[src/rtl/uart_pkg.sv]
// Shared definitions for the 8N1 UART receive path: FSM state encoding and line levels.
package uart_pkg;

  typedef enum logic [2:0] {IDLE, START, DATA, STOP, WAIT_IDLE} uart_rx_state_t;

  localparam int   UART_DATA_BITS = 8;
  localparam logic UART_START_LVL = 1'b0;
  localparam logic UART_STOP_LVL  = 1'b1;
  localparam logic UART_IDLE_LVL  = 1'b1;

endpackage

[src/rtl/uart_rx_sync.sv]
// Metastability synchronizer for the asynchronous rx line; resets to the idle level
// so no false start bit is seen when reset is released.
module uart_rx_sync
  import uart_pkg::*;
#(
  parameter int SYNC_STAGES = 2
) (
  input  logic clk_96000_hz,
  input  logic reset,
  input  logic rx,
  output logic rx_s
);

  logic [SYNC_STAGES-1:0] sync_q;

  always_ff @(posedge clk_96000_hz or posedge reset) begin
    if (reset) sync_q <= {SYNC_STAGES{UART_IDLE_LVL}};
    else       sync_q <= {sync_q[SYNC_STAGES-2:0], rx};
  end

  assign rx_s = sync_q[SYNC_STAGES-1];

endmodule

[src/rtl/uart_receiver.sv]
// 8N1 UART receiver: start-bit qualification, mid-bit sampling, and a one-entry
// valid/ready holding register with framing and overrun error pulses.
module uart_receiver
  import uart_pkg::*;
#(
  parameter int CLKS_PER_BIT = 1,
  parameter int SYNC_STAGES  = 2
) (
  input  logic       clk_96000_hz,
  input  logic       reset,
  input  logic       rx,
  input  logic       rx_ready,
  output logic [7:0] rx_data,
  output logic       rx_valid,
  output logic       frame_err,
  output logic       overrun_err,
  output logic       busy
);

  localparam int CW   = $clog2(CLKS_PER_BIT + 1);
  localparam int HALF = CLKS_PER_BIT / 2;
  localparam int BW   = $clog2(UART_DATA_BITS);
  localparam logic [CW-1:0] BIT_RELOAD  = CW'(CLKS_PER_BIT - 1);
  localparam logic [CW-1:0] HALF_RELOAD = CW'((HALF > 0) ? HALF - 1 : 0);
  localparam logic [BW-1:0] LAST_BIT    = BW'(UART_DATA_BITS - 1);

  uart_rx_state_t            state;
  logic [CW-1:0]             cnt;
  logic [BW-1:0]             bit_idx;
  logic [UART_DATA_BITS-1:0] shift;
  logic                      rx_s;
  logic                      bit_tick;

  uart_rx_sync #(.SYNC_STAGES(SYNC_STAGES)) u_sync (
    .clk_96000_hz(clk_96000_hz),
    .reset       (reset),
    .rx          (rx),
    .rx_s        (rx_s)
  );

  assign bit_tick = (cnt == '0);

  // Data-only shifter: it is always refilled with a full byte before any commit.
  always_ff @(posedge clk_96000_hz) begin
    if (state == DATA && bit_tick) shift <= {rx_s, shift[UART_DATA_BITS-1:1]};
  end

  always_ff @(posedge clk_96000_hz or posedge reset) begin
    if (reset) begin
      state       <= IDLE;
      cnt         <= '0;
      bit_idx     <= '0;
      rx_data     <= '0;
      rx_valid    <= 1'b0;
      frame_err   <= 1'b0;
      overrun_err <= 1'b0;
      busy        <= 1'b0;
    end else begin
      frame_err   <= 1'b0;
      overrun_err <= 1'b0;
      // Consumer handshake; a same-cycle commit below overrides this.
      if (rx_valid && rx_ready) rx_valid <= 1'b0;

      case (state)
        IDLE: begin
          if (rx_s == UART_START_LVL) begin
            busy    <= 1'b1;
            bit_idx <= '0;
            if (HALF == 0) begin
              state <= DATA;
              cnt   <= BIT_RELOAD;
            end else begin
              state <= START;
              cnt   <= HALF_RELOAD;
            end
          end
        end
        START: begin
          if (!bit_tick) begin
            cnt <= cnt - 1'b1;
          end else if (rx_s == UART_START_LVL) begin
            state <= DATA;
            cnt   <= BIT_RELOAD;
          end else begin
            state <= IDLE;
            busy  <= 1'b0;
          end
        end
        DATA: begin
          if (!bit_tick) begin
            cnt <= cnt - 1'b1;
          end else begin
            cnt     <= BIT_RELOAD;
            bit_idx <= bit_idx + 1'b1;
            if (bit_idx == LAST_BIT) state <= STOP;
          end
        end
        STOP: begin
          if (!bit_tick) begin
            cnt <= cnt - 1'b1;
          end else if (rx_s == UART_STOP_LVL) begin
            state <= IDLE;
            busy  <= 1'b0;
            if (!rx_valid || rx_ready) begin
              rx_data  <= shift;
              rx_valid <= 1'b1;
            end else begin
              overrun_err <= 1'b1;
            end
          end else begin
            frame_err <= 1'b1;
            state     <= WAIT_IDLE;
          end
        end
        WAIT_IDLE: begin
          // Held break: one frame_err only, then wait for the line to idle.
          if (rx_s == UART_IDLE_LVL) begin
            state <= IDLE;
            busy  <= 1'b0;
          end
        end
        default: begin
          state <= IDLE;
          busy  <= 1'b0;
        end
      endcase
    end
  end

endmodule

[config.mk]
export PLATFORM = sky130hd
export DESIGN_NAME = uart_receiver
export DESIGN_NICKNAME = d
export VERILOG_FILES = /design/src/rtl/uart_pkg.sv /design/src/rtl/uart_rx_sync.sv /design/src/rtl/uart_receiver.sv
export SDC_FILE = /design/constraint.sdc
export NUM_CORES = 1
export LEC_CHECK = 0
export ABC_AREA = 1
export CAP_MARGIN = 40
export CORE_ASPECT_RATIO = 1.75
export CORE_MARGIN = 5
export CORE_UTILIZATION = 45
export DETAILED_ROUTE_END_ITERATION = 6
export PLACE_DENSITY_LB_ADDON = 0.08
export SLEW_MARGIN = 10
export SYNTH_ARGS = -nofsm -noshare
export SYNTH_HDL_FRONTEND = slang
export SYNTH_SLANG_ARGS = --single-unit
[constraint.sdc]
create_clock -name clk_96000_hz -period 1.15 [get_ports clk_96000_hz]
set_input_delay 0.23 -clock clk_96000_hz [delete_from_list [all_inputs] [get_ports clk_96000_hz]]
set_output_delay 0.23 -clock clk_96000_hz [all_outputs]
set_load 0.005 [all_outputs]
* Yosys cells after proc, flatten, opt, wreduce, memory -nomap -nowiden
Index checks and enable logic that the tools add are counted.
Storage, ports and cells: register bits after elaboration 29, bits of input ports 4, output and inout port bits 12, logic and storage cells 71
Cells by class: $add $sub $neg 2, equal/unequal tests 12, muxes and demuxes 31, bitwise logic cells 2, reduce and logical (&&, ||, !) cells 14
Operator list (number):
- $mux W3 | 9
- $mux W1 | 17
- $pmux W3 S5 | 1
- $ne A2 B2 Y1 const B | 5
- $eq A3 B2 Y1 const B | 2
- $eq A3 B3 Y1 const B | 2
- $pmux W3 S2 | 1
- $reduce_and A3 Y1 | 2
- $reduce_and A6 Y1 | 1
- $ne A2 B1 Y1 const B | 2
- $pmux W1 S4 | 1
- $reduce_and A4 Y1 | 1
- $reduce_bool A2 Y1 | 2
- $add A3 B1 Y3 const B | 1
- $eq A3 B1 Y1 const B | 1
- $logic_not A3 Y1 | 1
- $reduce_or A3 Y1 | 1
- $logic_and A1 B1 Y1 | 2
- $mux W2 | 1
- $not A1 Y1 | 2
- $pmux W1 S2 | 1
- $reduce_and A2 Y1 | 1
- $reduce_or A2 Y1 | 1
- $logic_not A1 Y1 | 1
- other kinds (2) | 2

* Longest topological paths before layout
depth after elaboration 6, depth in mapped cells 6, depth with buffers taken out 6

* By module
Synthesis repeated with hierarchy kept, for this count alone.
Second synthesis, totals: cells, all modules 106, area, all modules 1117.3 µm²
Modules (own cells, without submodules):
- uart_receiver | times used 1, cells each 103, area an instance 1061.0 µm², seq. area each 690.7 µm²
- uart_rx_sync | times used 1, cells each 3, area an instance 56.3 µm², seq. area each 52.6 µm²

* Worst setup path after synthesis
No wires, ideal clock.
kind register to register, start point reg state[2], end point reg shift[0] (enable), library setup time 0.335 ns, data arrival time 0.916 ns, required time 0.815 ns, path slack -0.101 ns, stages on the path, launching flop included 4, buffers on the path 0, clock period less this slack 1.251 ns, path through dfrtp_1 -> inv_2 -> nand3_1 -> inv_1
On the way: longest elaborated chain between the ends 2
Ends and longest elaborated chain:
- from (decl) | RTL line uart_receiver.sv:27 | uart_rx_state_t state;
- from (signal assigned) | RTL line uart_receiver.sv:50 | state <= IDLE;
- from (signal assigned) | RTL line uart_receiver.sv:70 | state <= DATA;
- from (signal assigned) | RTL line uart_receiver.sv:73 | state <= START;
- $eq A3 B2 Y1 | RTL line uart_receiver.sv:45 | if (state == DATA && bit_tick) shift <= {rx_s, shift[UART_DATA_BITS-1:1]};
- $logic_and A1 B1 Y1 | RTL line uart_receiver.sv:45
- to (signal assigned) | RTL line uart_receiver.sv:45
- to (decl) | RTL line uart_receiver.sv:30 | logic [UART_DATA_BITS-1:0] shift;
No other way between the ends. A chain may end at the register's enable or synchronous reset.

* Worst setup path in the final report
start point reg u_sync.sync_q[1], end point reg state[1]
On the way: longest elaborated chain between the ends 3, elaborated cells on any way between the ends 6, those cells by class eq/ne (2); mux (3); reduce/logical (1)
Ends and longest elaborated chain:
- from (decl) | RTL line uart_rx_sync.sv:14 | logic [SYNC_STAGES-1:0] sync_q;
- from (signal assigned) | RTL line uart_rx_sync.sv:17 | if (reset) sync_q <= {SYNC_STAGES{UART_IDLE_LVL}};
- from (signal assigned) | RTL line uart_rx_sync.sv:18 | else sync_q <= {sync_q[SYNC_STAGES-2:0], rx};
- $mux W2 | RTL line uart_receiver.sv:81 | end else if (rx_s == UART_START_LVL) begin
- $mux W3 | RTL line uart_receiver.sv:79 | if (!bit_tick) begin
- $pmux W3 S5 | RTL line uart_receiver.sv:64 | case (state)
- to (signal assigned) | RTL line uart_receiver.sv:70
- to (signal assigned) | RTL line uart_receiver.sv:82 | state <= DATA;
- to (signal assigned) | RTL line uart_receiver.sv:85 | state <= IDLE;
Several ways; a longest one is shown, not always the timed one. The select of a mux whose other input is x is not followed.

==> flow_metrics.tcl <==
set metrics [dict create \
    status "finished clean" \
    fin_crit_ps 1130 \
    async_reset_ff_frac 0.714 \
    critPathKind "reg -> reg" \
    die_x_um 46.8 \
    yosysMostFrequentCell "nand2_1" \
    grt_pass1_vias 755 \
    power.leakage_nw 0.717 \
    netlist_area_um2 1060 \
    grt_pass1_wl_mm 3.13 \
    areaGrowthSynthToFinish_pct 40.3 \
    syn_area_per_cell_um2 11.1 \
    antennaDiodeCount 0 \
    clkSinkCount 28 \
    antenna_found_initial 0 \
    cts_buffer_depth 2 \
    cp_max_fo 4 \
    cp.arrival_ps 1300 \
    clock_latency_ps 270 \
    fin_ws_ps 20.5 \
    start_util 0.468 \
    grt_max_degree 21 \
    syn_inst 96 \
    setup_viol 0 \
    yosysSeqAreaShare 0.698 \
    ios 16 \
    period_share 0.982 \
    synth_area_leaders "dfrtp_1 42%, edfxtp_1 23%, nand2_1 9.5%, nand3_1 8.0%, dfstp_2 4.9%" \
    synth_nets 102 \
    synth_common_cells "27 x nand2_1, 18 x dfrtp_1, 17 x nand3_1" \
    clockRootBuffer "clkbuf_8" \
    routed_wl_mm 1.94 \
    synth_edf_count 8 \
    die_area_um2 3480 \
    critPathCaptureType "register" \
    yosysTopAreaCell "dfrtp_1" \
    clock_skew_ps 3.54 \
    hold_violations 0 \
    dieHeight_um 74.4 \
    drc 0 \
    post-place-ws_ps -87.4 \
    gp_congestion 0.725 \
    rows 23 \
    fmax_mhz 885 \
    maxSlewViolCount 0 \
    cts.clk_slew.worst_paths_ps 90 \
    coreArea_um2 2270 \
    rsz0062_at_grt "yes" \
    via_per_inst 4.90 \
    overflow 0 \
    start_kind "register" \
    cts_tree "built" \
    critPathRequiredTime_ps 1320 \
    port_buffers 15 \
    maxCapViolCount 0 \
    routedWlPerCell_um 12.4 \
    drtIter0Drc 5 \
    final_nets 138 \
    slew_headroom 0.867 \
    yosys_warnings 0 \
    drtPass1Iterations 5 \
    finalSetupTns_ps 0 \
    dp_hpwl_mm 1.39 \
    synth_top_area_share 0.423 \
    layout-drive-gt1-share 0.313 \
    ir_drop_mv 1.26 \
    hp-class "in -> async" \
    synth-main-ff-cell "dfrtp_1" \
    synth.distinct_cells 16 \
    worstMarginPinSlew_ps 200 \
    ant_nets 0 \
    power-per-cell-area_nw_per_um2 2490 \
    htreeDepth 1 \
    ys_seq_elements 28 \
    cts_inserted_buffers 3 \
    via_count 764 \
    gr-usage-all-layers 0.124 \
    finish.utilization 0.657 \
]
==> through the flow <==
stage	hold WS (ps)	cell area (µm²)	power, mW	std cells
4_1_cts	275	1420	3.64	151
5_1_grt	307	1490	4.01	156
2_1_floorplan	192	1070	2.31	96
3_3_place_gp	347	1340	2.89	146
6_report	276	1490	3.72	156
3_5_place_dp	353	1340	2.94	146
==> cell families after synthesis <==
kind of cell             after synthesis  synth area share
AND/OR/NAND/NOR                       54             0.230
adder cells (fa/ha/maj)                2            0.0235
AO/OA/AOI/OAI                          3            0.0164
flip-flops                            28             0.698
buffers and inverters                  9            0.0317
==> final timing paths <==
| check | start | end | slack [ps] | cells after the start |
|---|---|---|---|---|
| worst max-delay path | u_sync.sync_q[1]$_DFF_PP1_ | state[1]$_DFFE_PP0P_ | 20 | 5 |
| worst min-delay path | reset | rx_valid$_DFF_PP0_ | 280 | 3 |
| worst max register to register | u_sync.sync_q[1]$_DFF_PP1_ | state[1]$_DFFE_PP0P_ | 20 | 5 |
| worst min register to register | u_sync.sync_q[0]$_DFF_PP1_ | u_sync.sync_q[1]$_DFF_PP1_ | 360 | 0 |
| max in group asynchronous | reset | u_sync.sync_q[0]$_DFF_PP1_ | 660 | 3 |
| min in group clk_96000_hz | rx | u_sync.sync_q[0]$_DFF_PP1_ | 360 | 1 |
==> layer usage <==
metal  track usage  vias up  part of all wire
met1         0.124      368              0.38
met4        0.0554        0             0.011
met5             0        -                 0
met3        0.0218        2             0.032
met2         0.233       12              0.58
li1              -      382                 -
==> area by class of cell <==
| cell class | instances | area [µm²] |
|---|---|---|
| Timing Repair Buffer | 32 | 292 |
| Inverter | 8 | 32.5 |
| Fill cell | 188 | 779 |
| Tap cell | 25 | 31.3 |
| Clock buffer | 3 | 41.3 |
| Sequential cell | 28 | 744 |
| Clock inverter | 1 | 30.0 |
| Multi-Input combinational cell | 59 | 323 |
==> sequential cells by signal, summed over array words and instances, names as in the netlist <==
signal / count
rx_data: 8
shift: 8
busy: 1
overrun_err: 1
state: 3
bit_idx: 3
frame_err: 1
rx_valid: 1
u_sync.sync_q: 2
==> worst max-delay path: stages, from the launching register on <==
cell and delay, ps:
dfstp_2 560, buf_6 110, nor2_2 40, nor2_1 120
nor2_1 50, a21o_1 150
==> where the power goes <==
| group | internal (mW) | leakage [nW] | total, mW | switching [mW] |
|---|---|---|---|---|
| registers | 1.51 | 0.331 | 1.73 | 0.217 |
| logic | 0.615 | 0.350 | 1.24 | 0.625 |
| clock network | 0.466 | 0.0357 | 0.749 | 0.284 |
==> placed cells by master (no fill, tap or decap), drive strengths merged <==
master and n:
edfxtp 8, nor2 8, clkdlybuf4s50 3, clkdlybuf4s15 10, inv 8, dfstp 2, dfrtp 18, o21ai 1
a21oi 1, buf 17, a21o 1, nand3 18, dlygate4sd2 1, ha 2, bufinv 1, clkbuf 4
nand2 28
==> repair_timing <==
item | CTS | global route
buffers inserted | 1 | 5
gates resized for setup | 22 | 16
hold buffers | 0 | 0
endpoints found under the setup margin | 18 | 22
gates cloned | 0 | 0
pin swaps | 1 | 3
No activity file was read; power rests on OpenSTA's default activity.
